### src/rtl/cam_lookup_ctrl.sv
// cam_lookup_ctrl: look-up-or-insert controller in front of an external CAM.
// A request key is searched. A hit returns the CAM index. A miss writes the
// key into the next round-robin slot and reports whether that slot was
// already occupied (eviction).
module cam_lookup_ctrl #(
  parameter int ARRAY_WIDTH_LOG2 = 5,
  parameter int ARRAY_SIZE_LOG2  = 5
) (
  input  logic                                clk,
  input  logic                                reset_i,
  input  logic                                req_valid_i,
  output logic                                req_ready_o,
  input  logic [(2**ARRAY_WIDTH_LOG2)-1:0]    req_key_i,
  output logic                                resp_valid_o,
  input  logic                                resp_ready_i,
  output logic                                resp_hit_o,
  output logic [ARRAY_SIZE_LOG2-1:0]          resp_index_o,
  output logic                                resp_evict_o,
  output logic                                cam_search_o,
  output logic [(2**ARRAY_WIDTH_LOG2)-1:0]    cam_search_data_o,
  input  logic                                cam_search_valid_i,
  input  logic [ARRAY_SIZE_LOG2-1:0]          cam_search_index_i,
  output logic                                cam_write_o,
  output logic [ARRAY_SIZE_LOG2-1:0]          cam_write_index_o,
  output logic [(2**ARRAY_WIDTH_LOG2)-1:0]    cam_write_data_o,
  output logic [15:0]                         hit_count_o,
  output logic [15:0]                         miss_count_o
);

  localparam int KW = 2 ** ARRAY_WIDTH_LOG2;
  localparam int IW = ARRAY_SIZE_LOG2;
  localparam int N  = 2 ** ARRAY_SIZE_LOG2;

  // fill_count needs one extra bit so it can hold N itself
  localparam logic [IW:0]   FILL_FULL = N[IW:0];
  localparam logic [IW:0]   FILL_ONE  = 1;
  localparam logic [IW-1:0] PTR_ONE   = 1;
  localparam logic [15:0]   CNT_MAX   = 16'hFFFF;

  typedef enum logic [1:0] {
    IDLE   = 2'd0,
    SEARCH = 2'd1,
    WRITE  = 2'd2,
    RESP   = 2'd3
  } state_t;

  state_t        state;
  logic [KW-1:0] key;
  logic [IW-1:0] alloc_ptr;
  logic [IW:0]   fill_count;

  // Controller FSM; every output is a flop so reset clears it at once
  always_ff @(posedge clk or negedge reset_i) begin
    if (!reset_i) begin
      state             <= IDLE;
      key               <= '0;
      alloc_ptr         <= '0;
      fill_count        <= '0;
      hit_count_o       <= '0;
      miss_count_o      <= '0;
      req_ready_o       <= 1'b1;
      resp_valid_o      <= 1'b0;
      resp_hit_o        <= 1'b0;
      resp_index_o      <= '0;
      resp_evict_o      <= 1'b0;
      cam_search_o      <= 1'b0;
      cam_search_data_o <= '0;
      cam_write_o       <= 1'b0;
      cam_write_index_o <= '0;
      cam_write_data_o  <= '0;
    end else begin
      case (state)
        IDLE: begin
          if (req_valid_i) begin
            key               <= req_key_i;
            req_ready_o       <= 1'b0;
            cam_search_o      <= 1'b1;
            cam_search_data_o <= req_key_i;
            state             <= SEARCH;
          end
        end

        SEARCH: begin
          cam_search_o      <= 1'b0;
          cam_search_data_o <= '0;
          if (cam_search_valid_i) begin
            // Hit: answer directly with the index the CAM reported
            if (hit_count_o != CNT_MAX) begin
              hit_count_o <= hit_count_o + 16'd1;
            end
            resp_valid_o <= 1'b1;
            resp_hit_o   <= 1'b1;
            resp_index_o <= cam_search_index_i;
            resp_evict_o <= 1'b0;
            state        <= RESP;
          end else begin
            // Miss: insert the key at the round-robin slot
            if (miss_count_o != CNT_MAX) begin
              miss_count_o <= miss_count_o + 16'd1;
            end
            cam_write_o       <= 1'b1;
            cam_write_index_o <= alloc_ptr;
            cam_write_data_o  <= key;
            state             <= WRITE;
          end
        end

        WRITE: begin
          cam_write_o       <= 1'b0;
          cam_write_index_o <= '0;
          cam_write_data_o  <= '0;
          resp_valid_o      <= 1'b1;
          resp_hit_o        <= 1'b0;
          resp_index_o      <= alloc_ptr;
          // Slot was occupied once every entry has been written at least once
          resp_evict_o      <= (fill_count == FILL_FULL);
          // IW-bit pointer wraps N-1 -> 0 naturally
          alloc_ptr         <= alloc_ptr + PTR_ONE;
          if (fill_count != FILL_FULL) begin
            fill_count <= fill_count + FILL_ONE;
          end
          state <= RESP;
        end

        RESP: begin
          if (resp_ready_i) begin
            resp_valid_o <= 1'b0;
            resp_hit_o   <= 1'b0;
            resp_index_o <= '0;
            resp_evict_o <= 1'b0;
            req_ready_o  <= 1'b1;
            state        <= IDLE;
          end
        end

        default: begin
          state <= IDLE;
        end
      endcase
    end
  end

endmodule

### config.mk
export PLATFORM = sky130hd
export DESIGN_NAME = cam_lookup_ctrl
export DESIGN_NICKNAME = d
export VERILOG_FILES = /design/src/rtl/cam_lookup_ctrl.sv
export SDC_FILE = /design/constraint.sdc
export NUM_CORES = 1
export LEC_CHECK = 0
export ABC_AREA = 1
export BUFFER_PORTS_ARGS = -buffer_cell sky130_fd_sc_hd__buf_2
export CAP_MARGIN = 20
export CORE_ASPECT_RATIO = 2
export CORE_UTILIZATION = 45
export DETAILED_ROUTE_END_ITERATION = 6
export PLACE_DENSITY_LB_ADDON = 0.25
export SLEW_MARGIN = 20
export SYNTH_ARGS = -nofsm -noshare
export SYNTH_HDL_FRONTEND = slang
export SYNTH_SLANG_ARGS = --single-unit
### constraint.sdc
create_clock -name clk -period 3.5 [get_ports clk]
set_clock_uncertainty 0.15 [all_clocks]
set_input_delay 0.525 -clock clk [delete_from_list [all_inputs] [get_ports clk]]
set_output_delay 0.525 -clock clk [all_outputs]
set_load 0.01 [all_outputs]
Yosys cells after proc, flatten, opt, wreduce, memory -nomap -nowiden
Index checks and enable logic that the tools add are counted.
W data, S select, Z words.
{ "totals": {"ff_bits": 157, "inputBits": 42, "output_inout_bits": 112, "elab_cells": 72} }
{ "classes": {"addsub": 4, "eq_ne": 11, "mux": 26, "bitwise": 1, "n_reduce_logical": 14} }
{ "ops": {"columns": ["op", "n"], "rows": [
  ["$pmux W32 S2", 2],
  ["$mux W32", 2],
  ["$add A16 B1 Y16 const B", 2],
  ["$ne A16 B16 Y1 const B", 2],
  ["$mux W5", 3],
  ["$pmux W5 S3", 1],
  ["$reduce_and A3 Y1", 4],
  ["$pmux W5 S2", 1],
  ["$reduce_and A2 Y1", 5],
  ["$pmux W1 S3", 3],
  ["$mux W1", 8],
  ["$ne A2 B2 Y1 const B", 4],
  ["$pmux W2 S4", 1],
  ["$add A6 B1 Y6 const B", 1],
  ["$eq A6 B6 Y1 const B", 1],
  ["$ne A6 B6 Y1 const B", 1],
  ["$pmux W1 S2", 3],
  ["$reduce_bool A2 Y1", 3],
  ["$add A5 B1 Y5 const B", 1],
  ["$eq A2 B2 Y1 const B", 2],
  ["$mux W2", 2],
  ["$reduce_bool A3 Y1", 1],
  ["$eq A2 B1 Y1 const B", 1],
  ["$logic_not A2 Y1", 1],
  ["$not A1 Y1", 1]
]} }

Longest topological paths before layout
{ "logic_depth": {"ltp_word": 3, "mapped_depth": 11, "mapped_depth_nobuf": 10} }

Worst setup path before layout
Ideal clock, no wire load.
{ "synth_path": {"path_kind": "register to register", "startpoint": "reg state[1]", "endpoint": "reg cam_write_index_o[1]", "setup_ps": 125, "arrival_ps": 1439, "t_required_ps": 3225, "setup_slack_ps": 1787, "stages_incl_launch_ff": 10, "n_path_buf": 3, "period_less_slack_ps": 1713, "path_cell_list": "dfrtp_1 -> inv_1 -> ha_1 -> buf_4 -> nand2_1 -> inv_2 -> a21oi_1 -> buf_4 -> buf_6 -> o22ai_2"} }
{ "synth_via": {"elab_chain_len": 3, "word_cells_on_any_way": 6, "classes_between": "eq/ne: 3; mux: 1; reduce/logical: 2"} }
{ "synth_lines": {"columns": ["element", "line_no", "text"], "rows": [
  ["start, declared", "47", "state_t state;"],
  ["start signal, assigned", "55", "state <= IDLE;"],
  ["start signal, assigned", "79", "state <= SEARCH;"],
  ["start signal, assigned", "95", "state <= RESP;"],
  ["$eq A2 B1 Y1 / $eq A2 B2 Y1 (equally long branches)", "72", "case (state)"],
  ["$ne A2 B2 Y1 (no source line) / $reduce_bool A2 Y1 (equally long branches)", null, null],
  ["$reduce_and A2 Y1 (no source line)", null, null],
  ["end signal, assigned", "102", "cam_write_index_o <= alloc_ptr;"],
  ["end, declared", "24", "output logic [ARRAY_SIZE_LOG2-1:0] cam_write_index_o,"]
]} }
Several ways; a longest one is shown, not always the timed one.
A chain may end at the register's enable or synchronous reset.

Final worst setup path
{ "layout_path": {"startpoint": "reg state[0]", "endpoint": "reg cam_write_data_o[20]"} }
{ "layout_via": {"elab_chain_len": 3, "word_cells_on_any_way": 6, "classes_between": "eq/ne: 3; mux: 1; reduce/logical: 2"} }
{ "layout_lines": {"columns": ["element", "line_no", "text"], "rows": [
  ["$eq A2 B1 Y1 / $eq A2 B2 Y1 (equally long branches)", "72", null],
  ["$ne A2 B2 Y1 (no source line) / $reduce_bool A2 Y1 (equally long branches)", null, null],
  ["$reduce_and A2 Y1 (no source line)", null, null],
  ["end signal, assigned", "103", "cam_write_data_o <= key;"],
  ["end, declared", "25", "output logic [(2**ARRAY_WIDTH_LOG2)-1:0] cam_write_data_o,"]
]} }
Several ways; a longest one is shown, not always the timed one.

==> flow_metrics.env <==
export IMPL_yosys_cell_types_count=30
export IMPL_r2r_slack_ps=1080
export IMPL_place_inst=1132
export IMPL_worstPathArrival_ps=2580
export IMPL_top_level_ports=154
export IMPL_io_buffers=153
export IMPL_grt_overflow_total=0
export IMPL_synth_area_leader_cell="dfrtp_1"
export IMPL_root_buffer="clkbuf_16"
export IMPL_synth_area_top_cells="dfrtp_1 55%, nand2_1 11%, inv_1 7.6%"
export IMPL_antenna_found_initial=1
export IMPL_wl_um=17800
export IMPL_slowest_delay_ps=630
export IMPL_coreArea_um2=15400
export IMPL_viasPerCell=5.00
export IMPL_synth_fp_nets=852
export IMPL_clk_path_buf_depth=2
export IMPL_critPathLaunch="state[0]"
export IMPL_worst_path_stages=5
export IMPL_crit_required_ps=3660
export IMPL_post_cts_resized=0
export IMPL_yosysSeqAreaShare=0.554
export IMPL_drt_first_pass_iters=4
export IMPL_maxCapViolCount=0
export IMPL_netlist_instances=801
export IMPL_leakagePower_nw=4.49
export IMPL_ys_flop_type="dfrtp_1"
export IMPL_cts_tree="done"
export IMPL_numCtsBuffers=17
export IMPL_async_reset_ff_frac=1.00
export IMPL_grt_max_degree=71
export IMPL_cp_top_family="simple AND/OR/NAND/NOR gates"
export IMPL_period_needed_ps=2420
export IMPL_crit_path_frequent_cell="inv_1"
export IMPL_criticalPathCategory="reg -> reg"
export IMPL_post_cts_buffers=0
export IMPL_ir_drop_v=0.000448
export IMPL_drive_above_1_share=0.236
export IMPL_clkTransAtPathRegs_ps=70
export IMPL_powerDensity_nw_per_um2=867
export IMPL_max_freq_mhz=413
export IMPL_setup_violations=0
export IMPL_drc=0
export IMPL_yosysWarnings=0
export IMPL_status="finished clean"
export IMPL_place_congestion=0.815
export IMPL_finalCritPeriodShare=0.691
export IMPL_postCtsHoldBufs=1
export IMPL_grt_pass1_wl_um=28900
export IMPL_cts_sinks=157
export IMPL_wire_per_inst_um=15.2
export IMPL_num_rows=64
export IMPL_ys_ff_latch=157
export IMPL_die_width_um=90.8
export IMPL_final_max_slew_viol_count=0
export IMPL_die_area_um2=16300
export IMPL_vias=5827
export IMPL_final_hold_violation_count=0
export IMPL_avgSynthCellArea_um2=8.85
export IMPL_synth_top_area_frac=0.551
export IMPL_area_delta_synth_final_pct=22.2
export IMPL_clk_latency_ps=420
export IMPL_cp_endpoint="cam_write_data_o[20]"
export IMPL_synth_edf_count=0
export IMPL_grt_pass1_vias=5757
export IMPL_regToRegStartpoint="state[0]"
export IMPL_min_path_type="in -> reg"
export IMPL_initial_core_util=0.461
export IMPL_die_y_um=180
export IMPL_syn_area_um2=7090
export IMPL_track_usage=0.226
export IMPL_startpoint_type="flop"
export IMPL_total_power_w=0.00751
export IMPL_r2r_end="cam_write_data_o[20]"
export IMPL_drtIter0Drc=313
export IMPL_cp_max_fo=38
export IMPL_tns_ps=0
export IMPL_crit_buf_inv=2
export IMPL_worst_pin_slew_ps=968
export IMPL_synth_most_common_cell="nand2_1"
export IMPL_yosys_top_cells_count="212 x nand2_1, 156 x dfrtp_1, 143 x inv_1"
export IMPL_dpl_hpwl_um=12700
export IMPL_slew_headroom=0.352
export IMPL_ff2ff_path_depth=5
export IMPL_path_cells="inv_1, ha_1, inv_1, nand2_2, o22ai_1"
export IMPL_htree_levels=4
export IMPL_ant_nets=0
export IMPL_rsz0062_at_grt="false"
export IMPL_final_cells=1165
export IMPL_cp_slowest_cell="nand2_2"
export IMPL_cp_end_kind="flop"
export IMPL_nets=1005
-- layout by cell type (no fill, tap or decap), types with 4 or more instances in the layout --
cell type	count
buf_4	7
o21ai_0	57
nand3_1	26
bufinv_16	4
o22ai_1	56
nand4_1	17
xor2_1	5
xnor2_1	15
nand2_1	211
clkbuf_16	17
nor2_1	33
dfrtp_1	156
nand2_4	4
inv_1	142
inv_2	7
o22ai_2	13
ha_1	8
a21oi_1	4
buf_2	152
-- worst min path at each step --
stage,slack (ps),to,cells past startpoint,from
2_1_floorplan,80,alloc_ptr[0],0,reset_i
3_3_place_gp,310,alloc_ptr[3],1,alloc_ptr[3]
3_5_place_dp,310,alloc_ptr[3],1,alloc_ptr[3]
4_1_cts,180,key[2],3,req_key_i[2]
5_1_grt,180,key[24],3,req_key_i[24]
6_report,190,key[2],3,req_key_i[2]
-- through the flow --
stage / area [um^2] / hold slack, ps / util / worst slack (ps)
6_report: 8670 / 188 / 0.564 / 1080
5_1_grt: 8670 / 184 / 0.564 / 902
3_3_place_gp: 8040 / 306 / 0.523 / 1180
4_1_cts: 8660 / 176 / 0.564 / 1090
2_1_floorplan: 7090 / 79.4 / - / 1790
3_5_place_dp: 8040 / 308 / 0.523 / 1100
-- per-layer routing --
layer | part of all wire | vias to the layer above | track usage
met1 | 0.38 | 2833 | 0.246
met2 | 0.56 | 120 | 0.421
li1 | - | 2846 | -
met4 | 0.027 | 0 | 0.0877
met3 | 0.030 | 28 | 0.0431
met5 | 0 | - | 0
-- worst register-to-register path, stage by stage, from the launching register on --
cell,delay (ps)
dfrtp_1,410
inv_1,100
ha_1,300
inv_1,330
nand2_2,630
o22ai_1,410
-- sequential cells by signal (all words and copies together), names as in the netlist --
name / flops
resp_evict_o: 1
resp_valid_o: 1
miss_count_o: 16
fill_count: 6
cam_search_data_o: 32
cam_write_data_o: 32
req_ready_o: 1
state: 2
hit_count_o: 16
alloc_ptr: 5
cam_search_o: 1
cam_write_o: 1
resp_hit_o: 1
resp_index_o: 5
cam_write_index_o: 5
key: 32
-- power by group --
group / leakage (nW) / switching (W) / internal, W
Combinational: 2.13 / 0.00166 / 0.000962
Sequential: 2.06 / 0.000434 / 0.00251
Clock: 0.298 / 0.000732 / 0.00121
Total: 4.49 / 0.00283 / 0.00468
-- cell type report --
| type | count | area (um^2) |
|---|---|---|
| clock inverter | 10 | 164 |
| fill | 1479 | 6710 |
| clock buffer | 21 | 450 |
| sequential | 157 | 3930 |
| multi-input combinational | 466 | 2450 |
| inverter | 150 | 566 |
| tap | 198 | 248 |
| timing repair buffer | 162 | 855 |
| antenna | 1 | 2.50 |
-- logic make-up after synthesis --
kind of cell	Yosys count	synth area share
AO/OA/AOI/OAI	132	0.117
AND/OR/NAND/NOR	305	0.186
adder cells (fa/ha/maj)	9	0.0159
XOR/XNOR	20	0.0247
buffers and inverters	178	0.103
flip-flops	157	0.554
No activity file was read; power rests on OpenSTA's default activity.
